$ cat config.mk
export PLATFORM = sky130hd
export DESIGN_NAME = rx_deserializer
export DESIGN_NICKNAME = d
export VERILOG_FILES = /design/src/rtl/rx_deser_pkg.sv /design/src/rtl/sat_counter.sv /design/src/rtl/rx_deserializer.sv
export SDC_FILE = /design/constraint.sdc
export NUM_CORES = 1
export LEC_CHECK = 0
export ABC_AREA = 1
export BUFFER_PORTS_ARGS = -buffer_cell sky130_fd_sc_hd__buf_2
export CAP_MARGIN = 20
export CORE_MARGIN = 4
export CORE_UTILIZATION = 54
export CTS_BUF_LIST = sky130_fd_sc_hd__clkbuf_4
export DETAILED_ROUTE_END_ITERATION = 6
export GPL_TIMING_DRIVEN = 1
export MAX_ROUTING_LAYER = met4
export PLACE_DENSITY = 0.86
export SETUP_SLACK_MARGIN = 0.5
export SLEW_MARGIN = 40
export SYNTH_ARGS = -nofsm -noshare
export SYNTH_HDL_FRONTEND = slang
export SYNTH_SLANG_ARGS = --single-unit
$ cat constraint.sdc
create_clock -name clk -period 1.72 [get_ports clk]
set_clock_uncertainty 0.1 [all_clocks]
set_input_delay 0.086 -clock clk [delete_from_list [all_inputs] [get_ports clk]]
set_output_delay 0.086 -clock clk [all_outputs]
set_load 0.005 [all_outputs]
$ cat src/rtl/rx_deser_pkg.sv
// Shared definitions for the RX deserializer: FSM state encoding and the
// default K28.5 alignment symbol.
package rx_deser_pkg;

    typedef enum logic [1:0] {
        SEARCH = 2'd0,
        CHECK  = 2'd1,
        LOCKED = 2'd2
    } deser_state_e;

    localparam logic [7:0] K28_5 = 8'hBC;

endpackage

$ cat src/rtl/sat_counter.sv
// Saturating up-counter with synchronous clear. Asserting clr together with
// inc loads 1, which lets callers restart a count on the event that begins it.
module sat_counter #(
    parameter int W = 4
) (
    input  logic         clk,
    input  logic         rst,
    input  logic         inc,
    input  logic         clr,
    output logic [W-1:0] q
);

    logic [W-1:0] r_q;

    always_ff @(posedge clk or posedge rst) begin
        if (rst) begin
            r_q <= '0;
        end else if (clr) begin
            r_q <= inc ? W'(1) : '0;
        end else if (inc && (r_q != {W{1'b1}})) begin
            r_q <= r_q + W'(1);
        end
    end

    assign q = r_q;

endmodule

$ cat src/rtl/rx_deserializer.sv
// Serial-to-byte deserializer with K28.5 comma alignment and lock tracking.
// Optional lock-loss counter output rx_LossCnt enabled by RX_DESER_LOSS_CNT_EN.
module rx_deserializer
    import rx_deser_pkg::*;
#(
    parameter logic [7:0] COMMA      = K28_5,
    parameter int         LOCK_COUNT = 4,
    parameter int         LOSS_COUNT = 3
) (
    input  logic         clk,
    input  logic         rst,
    input  logic         enb,
    input  logic         rx_SerialE,
    output logic [7:0]   rx_DataE,
    output logic         rx_ByteValid,
    output logic         rx_Locked,
    output deser_state_e dbg_state
`ifdef RX_DESER_LOSS_CNT_EN
    ,
    output logic [7:0]   rx_LossCnt
`endif
);

    localparam int CW = (LOCK_COUNT < 1) ? 1 : $clog2(LOCK_COUNT + 1);
    localparam int MW = (LOSS_COUNT < 1) ? 1 : $clog2(LOSS_COUNT + 1);

    deser_state_e r_state;
    deser_state_e w_next_state;
    logic [7:0]   r_sr;
    logic [2:0]   r_bit_cnt;
    logic [7:0]   r_data;
    logic         r_valid;
    logic [CW-1:0] w_comma_cnt;
    logic [MW-1:0] w_miss_cnt;

    logic [7:0] w_window;
    logic       w_is_comma;
    logic       w_boundary;
    logic       w_bit_clr;
    logic       w_comma_inc;
    logic       w_comma_clr;
    logic       w_miss_inc;
    logic       w_miss_clr;
    logic       w_emit;

    assign w_window   = {r_sr[6:0], rx_SerialE};
    assign w_is_comma = (w_window == COMMA);
    assign w_boundary = (r_bit_cnt == 3'd7);

    // Next-state and counter controls; nothing moves on a disabled cycle.
    always_comb begin
        w_next_state = r_state;
        w_bit_clr    = 1'b0;
        w_comma_inc  = 1'b0;
        w_comma_clr  = 1'b0;
        w_miss_inc   = 1'b0;
        w_miss_clr   = 1'b0;
        w_emit       = 1'b0;
        if (enb) begin
            case (r_state)
                SEARCH: begin
                    if (w_is_comma) begin
                        w_next_state = CHECK;
                        w_bit_clr    = 1'b1;
                        w_comma_clr  = 1'b1;
                        w_comma_inc  = 1'b1;
                    end
                end
                CHECK: begin
                    if (w_boundary) begin
                        if (w_is_comma) begin
                            w_comma_inc = 1'b1;
                            if (w_comma_cnt >= CW'(LOCK_COUNT - 1)) begin
                                w_next_state = LOCKED;
                            end
                        end else begin
                            w_next_state = SEARCH;
                            w_comma_clr  = 1'b1;
                        end
                    end
                end
                LOCKED: begin
                    if (w_boundary) begin
                        w_emit = 1'b1;
                        if (w_is_comma) begin
                            w_miss_clr = 1'b1;
                        end
                    end else if (w_is_comma) begin
                        if (w_miss_cnt >= MW'(LOSS_COUNT - 1)) begin
                            // Re-align on this comma; it counts as the first of the new phase.
                            w_next_state = CHECK;
                            w_bit_clr    = 1'b1;
                            w_comma_clr  = 1'b1;
                            w_comma_inc  = 1'b1;
                            w_miss_clr   = 1'b1;
                        end else begin
                            w_miss_inc = 1'b1;
                        end
                    end
                end
                default: begin
                    w_next_state = SEARCH;
                end
            endcase
        end
    end

    always_ff @(posedge clk or posedge rst) begin
        if (rst) begin
            r_state   <= SEARCH;
            r_sr      <= 8'h00;
            r_bit_cnt <= 3'd0;
            r_data    <= 8'h00;
            r_valid   <= 1'b0;
        end else begin
            r_state <= w_next_state;
            r_valid <= w_emit;
            if (w_emit) begin
                r_data <= w_window;
            end
            if (enb) begin
                r_sr <= w_window;
                if (w_bit_clr) begin
                    r_bit_cnt <= 3'd0;
                end else if (r_state != SEARCH) begin
                    r_bit_cnt <= r_bit_cnt + 3'd1;
                end
            end
        end
    end

    sat_counter #(.W(CW)) u_comma_cnt (
        .clk (clk),
        .rst (rst),
        .inc (w_comma_inc),
        .clr (w_comma_clr),
        .q   (w_comma_cnt)
    );

    sat_counter #(.W(MW)) u_miss_cnt (
        .clk (clk),
        .rst (rst),
        .inc (w_miss_inc),
        .clr (w_miss_clr),
        .q   (w_miss_cnt)
    );

`ifdef RX_DESER_LOSS_CNT_EN
    logic w_loss;
    assign w_loss = enb && (r_state == LOCKED) && (w_next_state == CHECK);

    sat_counter #(.W(8)) u_loss_cnt (
        .clk (clk),
        .rst (rst),
        .inc (w_loss),
        .clr (1'b0),
        .q   (rx_LossCnt)
    );
`endif

    assign rx_DataE     = r_data;
    assign rx_ByteValid = r_valid;
    assign rx_Locked    = (r_state == LOCKED);
    assign dbg_state    = r_state;

endmodule

## Yosys cells after proc, flatten, opt, wreduce, memory -nomap -nowiden

Index checks and enable logic that the tools add are counted.

| storage, ports and cells | value |
|---|---|
| register bits | 26 |
| input port bits | 4 |
| output and inout bits | 12 |
| logic and storage cells | 73 |

| operators by class | value |
|---|---|
| $add $sub $neg | 3 |
| $lt $le $gt $ge | 2 |
| equality and inequality tests | 12 |
| multiplexer cells | 40 |
| reduce and logical (&&, ||, !) cells | 9 |

Operators by type and width:

| cell | count |
|---|---|
| 1-bit two-way mux | 23 |
| 2-bit two-way mux | 9 |
| 3-bit two-way mux | 4 |
| 8-bit == test (second input constant) | 1 |
| 2-bit inequality test (second input constant) | 4 |
| 2-bit nonzero test | 4 |
| 7-bit AND reduction | 1 |
| 3-bit by 1-bit adder with 3-bit output (second input constant) | 2 |
| 3-bit inequality test (second input constant) | 2 |
| 1-bit one-hot mux with 3 select lines | 2 |
| 2-bit one-hot mux with 3 select lines | 1 |
| 2-bit by 1-bit inequality test with 1-bit output (second input constant) | 2 |
| 3-bit == test (second input constant) | 1 |
| 3-bit by 2-bit greater-or-equal comparator with 1-bit output (second input constant) | 1 |
| 2-bit by 1-bit adder with 2-bit output (second input constant) | 1 |
| 2-bit by 1-bit == test with 1-bit output (second input constant) | 1 |
| 2-bit == test (second input constant) | 1 |
| 2-bit greater-or-equal comparator (second input constant) | 1 |
| 1-bit logical AND | 2 |
| 2-bit logical NOT | 1 |
| 1-bit one-hot mux with 2 select lines | 1 |
| 2-bit AND reduction | 1 |

## Logic depth before layout (Yosys ltp)

Gate-level depths: netlist (run 1).

| depth | value |
|---|---|
| word-level depth | 9 |
| mapped depth | 11 |
| gate-level depth less buffers | 11 |

## Cells and area by module

From an unflattened synthesis (run 1), not the netlist that was laid out.

| unflattened totals | value |
|---|---|
| cells, all modules | 168 |
| area total of the unflattened synthesis | 1,356.3 um^2 |

By module, submodules not included:

| module | instances | cells an instance | area an instance (um^2) | seq. area each (um^2) |
|---|---|---|---|---|
| rx_deserializer | 1 | 129 | 1,063.5 | 525.5 |
| sat_counter at u_comma_cnt | 1 | 23 | 175.2 | 75.1 |
| sat_counter at u_miss_cnt | 1 | 16 | 117.6 | 50.0 |

## Worst setup path after synthesis (run 1)

OpenSTA, ideal clock, no wires.

| timing path | value |
|---|---|
| kind | reg2reg |
| from | register r_bit_cnt[0] |
| to | register u_comma_cnt.r_q[0], in the netlist u_comma_cnt.q[0] |
| setup time | 0.118 ns |
| arrival time | 1.388 ns |
| required time | 1.502 ns |
| setup slack | 0.115 ns |
| cell stages (with the launch flop) | 11 |
| buffers on the path | 0 |
| clock period less this slack | 1.605 ns |
| cells stage by stage | dfrtp_1 ha_1 ha_1 inv_1 nand3_1 nand2_1 nand2_1 nand2_1 nand2_1 nand3_1 nand2_1 |

| on the way | value |
|---|---|
| longest elaborated chain between the ends | 6 |
| elaborated cells between the ends (all ways) | 12 |
| classes of those cells | eq/ne: 1; mux: 9; reduce/logical: 2 |

RTL lines:

| what | RTL line | RTL |
|---|---|---|
| from (decl) | rx_deserializer.sv:30 | `logic [2:0] r_bit_cnt;` |
| from (signal assigned) | rx_deserializer.sv:126 | `r_bit_cnt <= r_bit_cnt + 3'd1;` |
| 3-bit == test (*) | rx_deserializer.sv:48 | `assign w_boundary = (r_bit_cnt == 3'd7);` |
| 1-bit two-way mux, on equally long branches | rx_deserializer.sv:83, rx_deserializer.sv:70 |  |
| 1-bit one-hot mux with 3 select lines | rx_deserializer.sv:60 | `case (r_state)` |
| 1-bit two-way mux | rx_deserializer.sv:59 | `if (enb) begin` |
| 1-bit two-way mux or 1-bit logical AND (tied branches) | sat_counter.sv:19, sat_counter.sv:20 |  |
| 3-bit two-way mux or 2-bit nonzero test (tied branches) | - |  |
| to (signal assigned) | sat_counter.sv:19 | `r_q <= inc ? W'(1) : '0;` |
| to (signal assigned) | sat_counter.sv:21 | `r_q <= r_q + W'(1);` |
| to (decl) | sat_counter.sv:13 | `logic [W-1:0] r_q;` |

Mark *: on every way between the ends. The rest lies on a longest branch, timed or not.
A chain may end at the register's enable or synchronous reset.

## Worst setup path after layout (run 1)

| timing path | value |
|---|---|
| from | register r_bit_cnt[1] |
| to | register r_state[1], in the netlist dbg_state[1] |

| on the way | value |
|---|---|
| longest elaborated chain between the ends | 3 |
| elaborated cells between the ends (all ways) | 4 |
| classes of those cells | eq/ne: 3; reduce/logical: 1 |

RTL lines:

| what | RTL line | RTL |
|---|---|---|
| 3-bit == test (*) | rx_deserializer.sv:48 |  |
| 2-bit inequality test (no source line) | - |  |
| 7-bit AND reduction (no source line) (*) | - |  |
| to (signal assigned) | rx_deserializer.sv:116 | `r_state <= w_next_state;` |
| to (decl) | rx_deserializer.sv:27 | `deser_state_e r_state;` |

Marked as above.

==> impl_summary.txt, run 1 <==
----------------------------------------------------
[Global routing]
  Vias in the first global route ... 1320
  GR Overflow Total ... 0
  GR met1 Demand/Resource ... 22.6%
  Met3 capacity usage during global routing ... around 2%
  Busiest layer in global routing ... met2
  Maximum number of pins on one net before global-route repair ... 27
  First-pass GRT wire length ... between 5000 and 6000 um
  Antenna violations before repair ... 0
  Grt met2 use ... about two fifths
  Overall track demand over capacity in global routing ... 20.8%

[Cells and area]
  Commonest non-fill, non-tap cell in the layout ... nand2_1
  Filler cell count in the final layout ... roughly 160
  Total inserted antenna cells ... 0
  Final Instance Area ... 0.00194 sq mm
  Most frequent cells in the layout ... nand2_1, dfrtp_1, inv_1
  Synthesis-to-finish area growth ... 36.6%
  Final #Nets ... 233
  Share of cells above drive strength 1 ... 42.1%

[Hold path]
  Number of cells traversed by the worst hold path ... 3
  Destination of the worst hold path ... r_sr[5]$_DFFE_PP0P_
  Beginning of the worst hold path ... enb
  Class of the most critical hold timing path ... in -> reg

[Setup path]
  Reg2reg path depth ... 9
  Data arrival time of the critical path ... 1760 ps
  Critical-path maximum fanout ... 4
  CP Data Required Time ... approximately 1900 ps
  Worst R2R Setup Slack ... approximately 140 ps
  Buffers plus inverters on the worst setup path ... 2
  Terminus of the critical flop-to-flop path ... dbg_state[1]$_DFFE_PP0P_
  Start of the worst register-to-register path ... r_bit_cnt[1]$_DFFE_PP0P_
  Slowest cell on crit path ... dfrtp_1
  Worst path most repeated cell ... nand3_2
  Largest stage delay on the critical path ... about 400 ps
  Critical Path, Cell by Cell ... ha_2 -> ha_4 -> inv_6 -> nand3_2 -> nand3_2 -> a21oi_2 -> buf_4 -> nand3_1 -> nand2_1
  Startpoint types ... flop
  Critical path class ... reg -> reg
  Gate family responsible for the most delay along the worst path ... flip-flops
  Crit end category ... flop

[Floorplan]
  Initial cell density of the core ... 56.9%
  Full die area ... approximately 0.0035 sq mm
  Placeable Area ... ~0.0025 sq mm
  Die width ... between 50 and 60 um
  Cell row count ... 18
  Num ports ... 16
  Die boundary height ... ~59 um

[Synthesis]
  Cell count after synthesis ... 182
  Yosys cell types ... 17
  Ys Warns ... 0
  Mean Syn Cell Area ... 7.81 sq um
  Post-synthesis instance area ... between 0.001 and 0.0015 sq mm
  Synthesized netlist net count ... roughly 190
  Sequential fraction of the synthesis area ... between 40% and 50%
  FF+latch count, synth ... 26

[STA]
  Aggregate negative setup slack ... 0 ps
  Total setup violations reported at the end of the flow ... 0
  F_max ... ~0.63 GHz
  Max-slew headroom ... between 70 and 80%
  Hold Violations, Final ... 0
  Post-route clock period utilization ... 92.0%
  Transition time at the pin with the least slew margin ... between 300 and 400 ps
  RSZ-0062 raised after global routing ... true
  Final min period ... 1580 ps
  Max-slew violation count ... 0

[Route]
  Total via count after detailed routing ... between 1000 and 1500
  Antenna viol nets, final ... 0
  Routed wire length ... approximately 3600 um
  Routed WL per cell ... roughly 15 um
  Number of design rule violations left after detail routing ... 0
  Routed via count divided by cell count ... between 5 and 6
  DR pass1 iterations ... 4
  DRT iter0 DRCs ... between 60 and 70

[Placed design]
  Placer Congestion ... approximately 0.93
  Area post-placement ... approximately 0.0016 sq mm
  Hpwl dp ... between 2000 and 2500 um
  # port buffers ... 15

[Flow run]
  Count of max-cap constraint violations ... 0

[CTS]
  H-tree levels ... 1
  Worst-path clk slew ... approximately 150 ps
  Clock tree from TritonCTS ... done
  Inserted Clock Buffers ... 3
  Clock tree buffer depth ... 2
  Latest clock arrival within the worst-skew pair ... 340 ps
  Clock Tree Root ... clkbuf_4
  Clock Sink Count ... 26

[Power]
  PD cells ... 953 mW/mm^2
  Static leakage ... roughly 1 nW
  Peak supply drop ... ~0.00081 V

[Run status]
  Run status ... completed

----------------------------------------------------
[worst max path at each step]
stage,startpoint,endpoint,slack [ps],depth (start not counted)
6_report,r_bit_cnt[1]$_DFFE_PP0P_,dbg_state[1]$_DFFE_PP0P_,140,9
4_1_cts,r_bit_cnt[1]$_DFFE_PP0P_,dbg_state[0]$_DFFE_PP0P_,200,9
2_1_floorplan,r_bit_cnt[0]$_DFFE_PP0P_,rx_DataE[1]$_DFFE_PP0P_,270,10
3_5_place_dp,r_bit_cnt[1]$_DFFE_PP0P_,rx_DataE[2]$_DFFE_PP0P_,100,9
5_1_grt,r_sr[0]$_DFFE_PP0P_,u_miss_cnt.q[1]$_DFFE_PP0P_,40,8
3_3_place_gp,r_bit_cnt[0]$_DFFE_PP0P_,rx_DataE[5]$_DFFE_PP0P_,190,9
[worst reg2reg max path, cell delays in order (launching register included)]
cell,delay (ps)
dfrtp_1,390
ha_2,200
ha_4,170
inv_6,50
nand3_2,70
nand3_2,80
a21oi_2,170
buf_4,150
nand3_1,70
nand2_1,80
[state kept, by name, summed over array words and instances, names as in the netlist]
| register | count |
|---|---|
| rx_ByteValid | 1 |
| u_comma_cnt.q | 3 |
| dbg_state | 2 |
| u_miss_cnt.q | 2 |
| r_sr | 7 |
| r_bit_cnt | 3 |
| rx_DataE | 8 |
[cell type report]
cell class / count / area (sq um) / share of cell area [%]
sequential: 26 / 653 / 33.6
clock buffer: 3 / 22.5 / 1.16
multi-input combinational: 119 / 788 / 40.6
tap: 30 / 37.5 / 1.93
timing repair buffer: 38 / 268 / 13.8
clock inverter: 1 / 30.0 / 1.55
inverter: 34 / 143 / 7.35
[kinds of logic after synthesis]
| family | synth area share, % |
|---|---|
| AND/OR/NAND/NOR | 28.6 |
| buffers and inverters | 10.3 |
| flip-flops | 45.8 |
| AO/OA/AOI/OAI | 9.16 |
| adder cells (fa/ha/maj) | 6.16 |
[Yosys cell counts]
library cell  number  area share (%)
nand2_1           53              14
dfrtp_1           26              46
o21ai_2            8             4.9
nand3b_1           1            0.53
nand4_1            2            0.88
a21oi_1            4             1.4
o21ai_0            8             2.8
nand3_1           17             6.0
ha_1               7             6.2
nand2_2            1            0.44
buf_6              1            0.79
nor2_4             3             2.4
inv_2              4             1.1
clkbuf_1           2            0.53
inv_1             30             7.9
nand3_2            1            0.70
nor2_1            14             3.7
[repair_timing]
| item | CTS | global route |
|---|---|---|
| hold buffers | 4 | 0 |
| buffers inserted | 12 | 5 |
| resized for setup | 30 | 14 |
| setup endpoints to repair | 19 | 20 |
| endpoints found under the hold margin | 29 | 0 |
| pin swaps | 17 | 14 |
[where the power goes]
part | switching [mW] | internal, mW
Clock | 0.202 | 0.236
Combinational | 0.363 | 0.264
Sequential | 0.0848 | 0.700
Total | 0.650 | 1.20
[per-stage QoR]
stage	total power, mW	setup WS [ps]	utilization (%)	std cells	hold slack [ps]
after global routing	1.97	37.9	77.7	251	132
after detailed placement	1.20	101	62.9	226	54.1
after global placement	1.17	188	62.9	226	47.9
after CTS	1.74	201	74.1	246	93.6
final	1.85	138	77.7	251	120
after floorplan	1.09	273	-	182	25.9
[per-layer routing]
| metal | part of all wire (%) | up-vias |
|---|---|---|
| met1 | 39 | 661 |
| met3 | 3.1 | 12 |
| met5 | 0 | - |
| li1 | - | 645 |
| met4 | 3.5 | 0 |
| met2 | 54 | 40 |
(Power assumes the default switching activity.)
==> run 2: changes to the inputs <==
RECOVER_POWER = 25   (was default)
clock period = 1.44 ns   (was 1.72 ns; I/O delays follow)
==> impl_summary.txt, run 2 (synthesized netlist as in run 1, its figures left out) <==
----------------------------------------------------
[Run status]
  Run status ... finished with violations
  Violated checks ... negative setup slack

[CTS]
  Clock Sink Count ... 26 (unchanged)
  H-tree levels ... 1 (unchanged)
  Inserted Clock Buffers ... 3 (unchanged)
  Worst-path clk slew ... 150 ps (about the same)
  Clock tree from TritonCTS ... done
  Clock Tree Root ... clkbuf_4
  Latest clock arrival within the worst-skew pair ... 330 ps (about the same)
  Clock tree buffer depth ... 2 (unchanged)

[Floorplan]
  Full die area ... 0.00352 sq mm (unchanged)
  Initial cell density of the core ... 56.9% (unchanged)
  Cell row count ... 18 (unchanged)
  Die width ... 59.3 um (unchanged)
  Die boundary height ... 59.3 um (unchanged)
  Placeable Area ... 0.00250 sq mm (unchanged)
  Num ports ... 16 (unchanged)

[STA]
  Max-slew headroom ... 68.8% (-9.3 points)
  Transition time at the pin with the least slew margin ... 468 ps (+139 ps)
  Post-route clock period utilization ... 114% (+22 points)
  Total setup violations reported at the end of the flow ... 18 (+18)
  F_max ... 0.611 GHz (-3.4%)
  RSZ-0062 raised after global routing ... true
  Final min period ... 1640 ps (+55.1 ps)
  Aggregate negative setup slack ... -2370 ps (-2370 ps)
  Max-slew violation count ... 0 (unchanged)
  Setup WS post-layout ... -197 ps (-335 ps)
  Worst hold margin ... 33.8 ps (-86.4 ps)
  Hold Violations, Final ... 0 (unchanged)

[Setup path]
  Reg2reg path depth ... 9 (unchanged)
  Slowest cell on crit path ... dfrtp_1
  Critical Path, Cell by Cell ... ha_2 -> ha_4 -> inv_6 -> nand3_2 -> nand3_2 -> a21oi_2 -> buf_4 -> nand3_1 -> nand2_1
  CP Data Required Time ... 1610 ps (-290 ps)
  Terminus of the critical flop-to-flop path ... dbg_state[0]$_DFFE_PP0P_
  Critical-path maximum fanout ... 4 (unchanged)
  Data arrival time of the critical path ... 1810 ps (+50 ps)
  Largest stage delay on the critical path ... 410 ps (+20 ps)
  Critical path class ... reg -> reg
  Worst path most repeated cell ... nand3_2
  Worst R2R Setup Slack ... -200 ps (-340 ps)
  Startpoint types ... flop
  Start of the worst register-to-register path ... r_bit_cnt[1]$_DFFE_PP0P_
  Crit end category ... flop

[Cells and area]
  Final Instance Area ... 0.00203 sq mm (+4.7%)
  Final #Nets ... 245 (+5.2%)
  Total inserted antenna cells ... 0 (unchanged)
  Synthesis-to-finish area growth ... 43.0%
  Share of cells above drive strength 1 ... 47.2% (+5.1 points)
  Most frequent cells in the layout ... nand2_1, buf_4, inv_1
  Filler cell count in the final layout ... 158 (+1.9%)
  Max reg flops ... 8 (unchanged)
  Utilization of the core after routing ... 81.3% (+3.7 points)
  Commonest non-fill, non-tap cell in the layout ... nand2_1

[Placed design]
  Placer Congestion ... 1.04 (+12%)
  # port buffers ... 15 (unchanged)
  Hpwl dp ... 2160 um (+4.7%)
  Area post-placement ... 0.00164 sq mm (+4.3%)

[Power]
  Comb pwr share ... 37.4% (+3.5 points)
  Proportion of total power due to net switching ... 34.6% (-0.57 points)
  Peak supply drop ... 0.00113 V (+40%)
  Sequential power share ... 40.5% (-1.9 points)
  Clock network fraction of design power ... 22.1% (-1.6 points)
  Net switching power ... 0.801 mW (+23%)
  PD cells ... 1140 mW/mm^2 (+20%)
  Int Pwr ... 1.52 mW (+26%)
  Static leakage ... 1.07 nW (+6.5%)

[Global routing]
  Antenna violations before repair ... 0 (unchanged)
  Vias in the first global route ... 1357 (+2.8%)
  GR met1 Demand/Resource ... 24.1% (+1.6 points)
  First-pass GRT wire length ... 5660 um (+3.6%)
  Maximum number of pins on one net before global-route repair ... 20 (-26%)
  Busiest layer in global routing ... met2
  GR Overflow Total ... 0 (unchanged)
  Grt met2 use ... 38.7% (-0.16 points)
  Met3 capacity usage during global routing ... 3.05% (+1.1 points)
  Overall track demand over capacity in global routing ... 21.8% (+0.99 points)

[Hold path]
  Class of the most critical hold timing path ... in -> reg
  Number of cells traversed by the worst hold path ... 3 (unchanged)
  Destination of the worst hold path ... rx_ByteValid$_DFF_PP0_
  Beginning of the worst hold path ... enb

[Route]
  DR pass1 iterations ... 6 (+2)
  Routed WL per cell ... 14.9 um (+2.5%)
  Antenna viol nets, final ... 0 (unchanged)
  Total via count after detailed routing ... 1440 (+6.0%)
  Routed via count divided by cell count ... 5.48 (+1.2%)
  Routed wire length ... 3910 um (+7.4%)
  DRT iter0 DRCs ... 78 (+28%)
  Number of design rule violations left after detail routing ... 0 (unchanged)

[Flow run]
  Count of max-cap constraint violations ... 0 (unchanged)

----------------------------------------------------
## run 2: cell types whose count changed in the layout (fill, tap and decap cells not counted), sizes merged
| cell | change |
|---|---|
| buf | +13 |
| clkbuf | +1 |
| clkinv | +1 |
| dlygate4sd3 | -2 |
| inv | -1 |
## run 2: how the worst max path moves through the flow
| stage | cells after the start | endpoint | startpoint |
|---|---|---|---|
| after floorplan | 10 | rx_DataE[1]$_DFFE_PP0P_ | r_bit_cnt[0]$_DFFE_PP0P_ |
| final | 9 | dbg_state[0]$_DFFE_PP0P_ | r_bit_cnt[1]$_DFFE_PP0P_ |
| after global routing | 9 | dbg_state[0]$_DFFE_PP0P_ | r_sr[5]$_DFFE_PP0P_ |
| after CTS | 10 | u_comma_cnt.q[0]$_DFFE_PP0P_ | r_bit_cnt[0]$_DFFE_PP0P_ |
| after global placement | 10 | u_comma_cnt.q[0]$_DFFE_PP0P_ | r_bit_cnt[1]$_DFFE_PP0P_ |
| after detailed placement | 9 | rx_DataE[6]$_DFFE_PP0P_ | r_bit_cnt[1]$_DFFE_PP0P_ |
## run 2: area by class of cell
class | instances | area, sq um | share of cell area, %
multi-input combinational | 119 | 781 | 38.4
sequential | 26 | 653 | 32.1
timing repair buffer | 50 | 364 | 17.9
inverter | 34 | 145 | 7.14
tap | 30 | 37.5 | 1.85
clock inverter | 1 | 30.0 | 1.48
clock buffer | 3 | 22.5 | 1.11
## run 2: power by group through the flow
stage | Sequential [mW] | Combinational [mW] | Clock, mW
2_1_floorplan | 0.931 | 0.367 | 0
3_3_place_gp | 0.933 | 0.547 | 0
3_5_place_dp | 0.943 | 0.577 | 0
4_1_cts | 0.931 | 0.695 | 0.508
5_1_grt | 0.948 | 0.944 | 0.543
6_report | 0.938 | 0.867 | 0.511
## run 2: metal layers
metal	vias to the layer above	part of all wire, %	wire length (um)
met4	0	4.9	192
met3	31	5.1	199
met1	678	39	1520
met2	57	51	2000
met5	-	0	0
li1	674	-	-
## run 2: critical path, delay by kind of cell, from the launching register on
family | cells | cell delay (ps)
AO/OA/AOI/OAI | 1 | 180
AND/OR/NAND/NOR | 4 | 330
adder cells (fa/ha/maj) | 2 | 360
buffers and inverters | 2 | 190
flip-flops | 1 | 410
## run 2: stage by stage
| stage | instances | setup slack (ps) | power [mW] |
|---|---|---|---|
| 3_5_place_dp | 235 | -172 | 1.52 |
| 5_1_grt | 263 | -262 | 2.44 |
| 6_report | 263 | -197 | 2.32 |
| 2_1_floorplan | 182 | -7.19 | 1.30 |
| 4_1_cts | 252 | -102 | 2.13 |
| 3_3_place_gp | 235 | -97.1 | 1.48 |
## run 2: what timing repair did
| action | 4_1_cts | 5_1_grt |
|---|---|---|
| resized for setup | 22 | 30 |
| endpoints found under the setup margin | 31 | 52 |
| endpoints found under the hold margin | 29 | 0 |
| pin swaps | 13 | 21 |
| setup buffers | 11 | 11 |
| hold buffers | 2 | 0 |
